==> config.mk <==
export PLATFORM = sky130hd
export DESIGN_NAME = ram_arbiter
export DESIGN_NICKNAME = d
export VERILOG_FILES = /design/src/rtl/ram_arbiter.sv
export SDC_FILE = /design/constraint.sdc
export NUM_CORES = 1
export LEC_CHECK = 0
export CORE_AREA = 2 2 162 164
export CTS_CLUSTER_SIZE = 14
export DETAILED_ROUTE_END_ITERATION = 10
export DIE_AREA = 0 0 164 166
export PLACE_DENSITY_LB_ADDON = 0.2
export SLEW_MARGIN = 25
export SYNTH_ARGS = -nofsm -noshare
export SYNTH_HDL_FRONTEND = slang
export SYNTH_SLANG_ARGS = --single-unit
==> constraint.sdc <==
create_clock -name clk -period 3.2 [get_ports clk]
set_input_delay 0.64 -clock clk [delete_from_list [all_inputs] [get_ports clk]]
set_output_delay 0.64 -clock clk [all_outputs]
set_load 0.01 [all_outputs]
==> src/rtl/ram_arbiter.sv <==
// ram_arbiter
//   Two-master arbiter and sequencer for the shared single-port RAM of the
//   factorial core. Master 0 is the factorial datapath and master 1 is the
//   host/load port. At most one access is accepted per cycle. Arbitration is
//   round-robin with a bounded hold: one master keeps the RAM for at most
//   MAX_HOLD consecutive contended grants. The RAM strobes are registered,
//   and read data is routed back to the master that issued the read.
//
// Ports
//   clk, reset                   clock, asynchronous active-high reset
//   mX_req/wr/addr/wdata         master X request (held until mX_gnt)
//   mX_gnt                       request accepted this cycle (combinational)
//   mX_rvalid/rdata              read return; rdata is 0 when rvalid is 0
//   cen, wen, s_addr, s_din      registered RAM strobes, address and data
//   s_dout                       RAM read data, valid two cycles after grant
module ram_arbiter #(
  parameter int AW       = 8,
  parameter int DW       = 64,
  parameter int MAX_HOLD = 4
) (
  input  logic          clk,
  input  logic          reset,
  input  logic          m0_req,
  input  logic          m0_wr,
  input  logic [AW-1:0] m0_addr,
  input  logic [DW-1:0] m0_wdata,
  output logic          m0_gnt,
  output logic          m0_rvalid,
  output logic [DW-1:0] m0_rdata,
  input  logic          m1_req,
  input  logic          m1_wr,
  input  logic [AW-1:0] m1_addr,
  input  logic [DW-1:0] m1_wdata,
  output logic          m1_gnt,
  output logic          m1_rvalid,
  output logic [DW-1:0] m1_rdata,
  output logic          cen,
  output logic          wen,
  output logic [AW-1:0] s_addr,
  output logic [DW-1:0] s_din,
  input  logic [DW-1:0] s_dout
);

  localparam logic [3:0] HOLD = 4'(MAX_HOLD);

  // Arbitration state: last granted master (0/1) and its consecutive-grant count
  logic          r_last_gnt;
  logic [3:0]    r_streak;

  // Issue stage registers driving the RAM
  logic          r_cen;
  logic          r_wen;
  logic [AW-1:0] r_s_addr;
  logic [DW-1:0] r_s_din;
  logic          r_iss_own;

  // Read tag, aligned with s_dout
  logic          r_tag_vld;
  logic          r_tag_own;

  // Selected request
  logic          w_any;
  logic          w_sel;
  logic          w_sel_wr;
  logic [AW-1:0] w_sel_addr;
  logic [DW-1:0] w_sel_wdata;

  // Grant decision depends only on req inputs and registered state, so there
  // is no path from s_dout into either gnt.
  always_comb begin
    w_any = m0_req | m1_req;
    if (m0_req && m1_req) begin
      // Stay with the previous owner until its streak reaches the hold limit
      w_sel = (r_streak < HOLD) ? r_last_gnt : ~r_last_gnt;
    end else begin
      w_sel = m1_req;
    end
    w_sel_wr    = w_sel ? m1_wr    : m0_wr;
    w_sel_addr  = w_sel ? m1_addr  : m0_addr;
    w_sel_wdata = w_sel ? m1_wdata : m0_wdata;
  end

  assign m0_gnt = w_any & ~w_sel;
  assign m1_gnt = w_any &  w_sel;

  // Arbitration state update; uncontended grants count toward the streak too
  always_ff @(posedge clk or posedge reset) begin
    if (reset) begin
      r_last_gnt <= 1'b1;
      r_streak   <= HOLD;
    end else if (w_any) begin
      if (w_sel == r_last_gnt) begin
        r_streak <= (r_streak >= HOLD) ? HOLD : r_streak + 4'd1;
      end else begin
        r_streak   <= 4'd1;
        r_last_gnt <= w_sel;
      end
    end
  end

  // Issue stage: grant in cycle N drives the RAM during cycle N+1
  always_ff @(posedge clk or posedge reset) begin
    if (reset) begin
      r_cen     <= 1'b0;
      r_wen     <= 1'b0;
      r_s_addr  <= '0;
      r_s_din   <= '0;
      r_iss_own <= 1'b0;
    end else begin
      r_cen <= w_any;
      r_wen <= w_any & w_sel_wr;
      if (w_any) begin
        r_s_addr  <= w_sel_addr;
        r_s_din   <= w_sel_wr ? w_sel_wdata : '0;
        r_iss_own <= w_sel;
      end
    end
  end

  // Tag stage: follows an issued read by one cycle, matching RAM read latency
  always_ff @(posedge clk or posedge reset) begin
    if (reset) begin
      r_tag_vld <= 1'b0;
      r_tag_own <= 1'b0;
    end else begin
      r_tag_vld <= r_cen & ~r_wen;
      r_tag_own <= r_iss_own;
    end
  end

  assign cen    = r_cen;
  assign wen    = r_wen;
  assign s_addr = r_s_addr;
  assign s_din  = r_s_din;

  assign m0_rvalid = r_tag_vld & ~r_tag_own;
  assign m1_rvalid = r_tag_vld &  r_tag_own;
  assign m0_rdata  = m0_rvalid ? s_dout : '0;
  assign m1_rdata  = m1_rvalid ? s_dout : '0;

endmodule
==> impl_metrics.prom <==
# TYPE chip_impl_metric gauge
chip_impl_metric{name="yosysWarnings",unit=""} 0
chip_impl_info{name="worst_path_class_setup",value="register to output pin"} 1
chip_impl_metric{name="grt_max_degree",unit=""} 89
chip_impl_metric{name="std_cell_rows",unit=""} 59
chip_impl_info{name="top_signal_layer_used",value="met4"} 1
chip_impl_metric{name="final_non_filler_cells",unit=""} 1326
chip_impl_metric{name="crit_path_max_fanout",unit=""} 8
chip_impl_metric{name="coreArea",unit="sq um"} 25600
chip_impl_metric{name="cts-resized-gates",unit=""} 0
chip_impl_metric{name="numPortBuffers",unit=""} 419
chip_impl_metric{name="syn_avg_cell_area",unit="sq um"} 8.86
chip_impl_metric{name="post_synth_inst_count",unit=""} 601
chip_impl_metric{name="drt_first_iter_violations",unit=""} 395
chip_impl_metric{name="nNetsFinal",unit=""} 1192
chip_impl_metric{name="via_count_of_the_first_global_routing_pass",unit=""} 6215
chip_impl_metric{name="initial_antenna_violation_count",unit=""} 8
chip_impl_metric{name="drc_errors",unit=""} 0
chip_impl_info{name="critical_path.top_delay_family",value="buffers and inverters"} 1
chip_impl_metric{name="clk_latency",unit="ps"} 340
chip_impl_metric{name="post_synth_instance_area",unit="sq um"} 5330
chip_impl_metric{name="final_design_area_no_fill",unit="sq um"} 10100
chip_impl_metric{name="critical_path.max_stage_delay",unit="ps"} 600
chip_impl_metric{name="wl_met2",unit="um"} 14600
chip_impl_metric{name="yosys_register_bits",unit=""} 82
chip_impl_metric{name="via_per_inst",unit=""} 4.73
chip_impl_metric{name="buffers_inserted_during_post_cts_setup_optimization",unit=""} 0
chip_impl_metric{name="global_route.overflow_total",unit=""} 0
chip_impl_metric{name="wirelength",unit="um"} 27200
chip_impl_metric{name="power.leakage",unit="nW"} 4.08
chip_impl_metric{name="placed_cell_area",unit="sq um"} 9760
chip_impl_metric{name="fin_util",unit="%"} 39.5
chip_impl_info{name="cts_root_buf",value="sky130_fd_sc_hd__clkbuf_16"} 1
chip_impl_metric{name="dp.final_hpwl",unit="um"} 20400
chip_impl_metric{name="tritoncts.num_buffers",unit=""} 9
chip_impl_metric{name="hold_viol_final",unit=""} 0
chip_impl_info{name="crit_slowest_cell",value="sky130_fd_sc_hd__clkdlybuf4s50_1"} 1
chip_impl_info{name="grt_setup_unrepaired",value="no"} 1
chip_impl_metric{name="start_util",unit="%"} 20.8
chip_impl_info{name="end_kind",value="output pin"} 1
chip_impl_metric{name="worst_skew",unit="ps"} 4.35
chip_impl_metric{name="n_fill_cell",unit=""} 2607
chip_impl_metric{name="wl_met1",unit="um"} 9690
chip_impl_metric{name="synth_seq_area_share",unit="%"} 38.6
chip_impl_metric{name="setup_viol",unit=""} 0
chip_impl_metric{name="finalHoldWorstSlack",unit="ps"} 392
chip_impl_metric{name="fraction_of_final_layout_cells_with_drive_strength_greater_than_1",unit="%"} 4.58
chip_impl_metric{name="vias",unit=""} 6276
chip_impl_metric{name="pin_count",unit=""} 420
chip_impl_metric{name="max_clock_freq",unit="GHz"} 0.358
chip_impl_metric{name="cts_hold_buffers",unit=""} 0
chip_impl_metric{name="critical_path.n_buffers_inverters",unit=""} 1
chip_impl_metric{name="die_area",unit="sq um"} 27200
chip_impl_metric{name="worst-endpoint-required",unit="ps"} 2560
chip_impl_metric{name="final_min_period_over_clock_period",unit="%"} 87.3
chip_impl_metric{name="cts_buffer_depth",unit=""} 2
chip_impl_metric{name="worst_slew_margin_rel",unit="%"} 44.3
chip_impl_metric{name="detail_route.first_pass.iterations",unit=""} 4
chip_impl_metric{name="worst_slew_pin_slew",unit="ps"} 831
chip_impl_metric{name="timing.final.crit_period",unit="ps"} 2790
chip_impl_metric{name="wl_met3",unit="um"} 2090
chip_impl_info{name="tritoncts",value="done"} 1
chip_impl_metric{name="grt_pass1_wl",unit="um"} 39300
chip_impl_info{name="hold_class",value="register to register"} 1
chip_impl_metric{name="max-cap-violations",unit=""} 0
chip_impl_metric{name="die-width",unit="um"} 164
chip_impl_metric{name="postRouteAntennaNets",unit=""} 0
chip_impl_info{name="status",value="completed"} 1
chip_impl_metric{name="yosysUniqueCellTypes",unit=""} 32
chip_impl_metric{name="synthToLayoutAreaGrowth",unit="%"} 89.9
chip_impl_info{name="timing.critical_path.cells",value="o21a_4 -> or2_2 -> a21oi_1 -> clkdlybuf4s50_1"} 1
chip_impl_metric{name="timing.final.max_slew_violations",unit=""} 0
chip_impl_metric{name="fin_tns_setup",unit="ps"} 0
chip_impl_metric{name="grt_use_total",unit="%"} 19.2
chip_impl_metric{name="max-vdd-ir-drop",unit="mV"} 0.243
chip_impl_info{name="setup.worst_path.start_class",value="register"} 1
chip_impl_metric{name="routed_wire_length_per_instance",unit="um"} 20.5
chip_impl_metric{name="worst-endpoint-arrival",unit="ps"} 2150
chip_impl_metric{name="placed_cell_count",unit=""} 1301
chip_impl_metric{name="synth.net_count",unit=""} 816
chip_impl_metric{name="finalWeightedCongestion",unit=""} 0.801
chip_impl_metric{name="power_density",unit="nW/um^2"} 484
chip_impl_metric{name="clkSinkCount",unit=""} 82
chip_impl_metric{name="die_h",unit="um"} 166
chip_impl_metric{name="cts-htree-levels",unit=""} 3
chip_impl_metric{name="clock_pin_slew_of_the_registers_on_the_worst_case_setup_and_hold_paths",unit="ps"} 60
-- where the power goes --
part	leakage, nW	internal (W)	switching, W	total (W)
Combinational	2.88	0.00131	0.00102	0.00233
Sequential	1.04	0.00126	0.000142	0.00140
Clock	0.159	0.000707	0.000458	0.00117
Total	4.08	0.00327	0.00162	0.00489
-- final timing paths --
path,from,endpoint,slack (ps),cells past startpoint
worst max-delay path,r_streak[3],m1_gnt,410,4
worst min-delay path,r_iss_own,r_tag_own,390,0
worst max register to register,r_streak[3],s_din[62],1020,4
worst min register to register,r_iss_own,r_tag_own,390,0
max in group asynchronous,reset,r_streak[2],1860,3
min in group asynchronous,reset,s_din[22],670,2
-- sequential cells by signal, summed over array words and instances, names as in the netlist --
name,cells
r_tag_vld,1
s_din,64
r_streak,4
r_iss_own,1
r_last_gnt,1
cen,1
r_tag_own,1
wen,1
s_addr,8
-- per-stage QoR --
stage / setup slack, ps / total power (W)
2_1_floorplan: 455 / 0.00240
3_3_place_gp: 537 / 0.00377
3_5_place_dp: 533 / 0.00377
4_1_cts: 390 / 0.00496
5_1_grt: 269 / 0.00518
6_report: 405 / 0.00489
-- synth_stat cells --
master / count / area (sq um)
sky130_fd_sc_hd__a21oi_1: 69 / 345
sky130_fd_sc_hd__and3_1: 64 / 400
sky130_fd_sc_hd__a221o_1: 72 / 721
sky130_fd_sc_hd__o21ai_0: 2 / 10.0
sky130_fd_sc_hd__nor3_2: 3 / 30.0
sky130_fd_sc_hd__dfrtp_1: 80 / 2000
sky130_fd_sc_hd__o21a_4: 1 / 15.0
sky130_fd_sc_hd__inv_1: 4 / 15.0
sky130_fd_sc_hd__nor3b_1: 1 / 7.51
sky130_fd_sc_hd__o31a_1: 1 / 8.76
sky130_fd_sc_hd__o21a_1: 3 / 22.5
sky130_fd_sc_hd__buf_1: 3 / 11.3
sky130_fd_sc_hd__clkbuf_1: 52 / 195
sky130_fd_sc_hd__a32o_1: 1 / 10.0
sky130_fd_sc_hd__buf_2: 7 / 35.0
sky130_fd_sc_hd__or2_2: 1 / 6.26
sky130_fd_sc_hd__nand3_1: 64 / 320
sky130_fd_sc_hd__o21bai_1: 1 / 7.51
sky130_fd_sc_hd__mux2i_1: 8 / 80.1
sky130_fd_sc_hd__a31o_2: 1 / 8.76
sky130_fd_sc_hd__nand2_1: 3 / 11.3
sky130_fd_sc_hd__buf_6: 6 / 67.6
sky130_fd_sc_hd__nand2b_1: 65 / 407
sky130_fd_sc_hd__nor2_1: 11 / 41.3
sky130_fd_sc_hd__a32oi_1: 1 / 8.76
sky130_fd_sc_hd__o311a_1: 1 / 10.0
sky130_fd_sc_hd__o32ai_1: 1 / 8.76
sky130_fd_sc_hd__and2_1: 67 / 419
sky130_fd_sc_hd__nor2b_1: 4 / 25.0
sky130_fd_sc_hd__mux2_2: 1 / 11.3
sky130_fd_sc_hd__dfstp_2: 2 / 52.6
sky130_fd_sc_hd__ha_1: 1 / 12.5
-- cell families (layout without fill, tap and decap cells) --
group | after synthesis | count (layout) | synth area share [%]
and+or+nand+nor | 283 | 283 | 31.3
buffers and inverters | 72 | 453 | 6.08
DFF | 82 | 82 | 38.6
adders and majority gates | 1 | 1 | 0.235
AOI/OAI and AO/OA | 154 | 154 | 22.1
other | 0 | 9 | 0
muxes | 9 | 9 | 1.71
-- final cells by class --
type / instances / area (sq um) / area share (%)
Antenna cell: 9 / 22.5 / 0.223
Clock buffer: 10 / 239 / 2.36
Clock inverter: 6 / 90.1 / 0.891
Inverter: 4 / 16.3 / 0.161
Multi-Input combinational cell: 447 / 2960 / 29.3
Sequential cell: 82 / 2050 / 20.3
Tap cell: 335 / 419 / 4.14
Timing Repair Buffer: 433 / 4310 / 42.6
-- metal layers --
| metal | up-vias | GRT usage (%) |
|---|---|---|
| met4 | 0 | 6.18 |
| met3 | 32 | 5.00 |
| li1 | 2967 | - |
| met5 | - | 0 |
| met1 | 2988 | 20.1 |
| met2 | 289 | 36.8 |
-- placed cells by master, fill, tap and decap left out, types with 8 or more instances in the layout --
cell,count
sky130_fd_sc_hd__dfrtp_1,80
sky130_fd_sc_hd__and2_1,67
sky130_fd_sc_hd__a221o_1,72
sky130_fd_sc_hd__buf_4,13
sky130_fd_sc_hd__clkbuf_16,9
sky130_fd_sc_hd__nand3_1,64
sky130_fd_sc_hd__clkdlybuf4s50_1,416
sky130_fd_sc_hd__nor2_1,11
sky130_fd_sc_hd__nand2b_1,65
sky130_fd_sc_hd__diode_2,9
sky130_fd_sc_hd__mux2i_1,8
sky130_fd_sc_hd__a21oi_1,69
sky130_fd_sc_hd__and3_1,64
No activity file was read; power rests on OpenSTA's default activity.
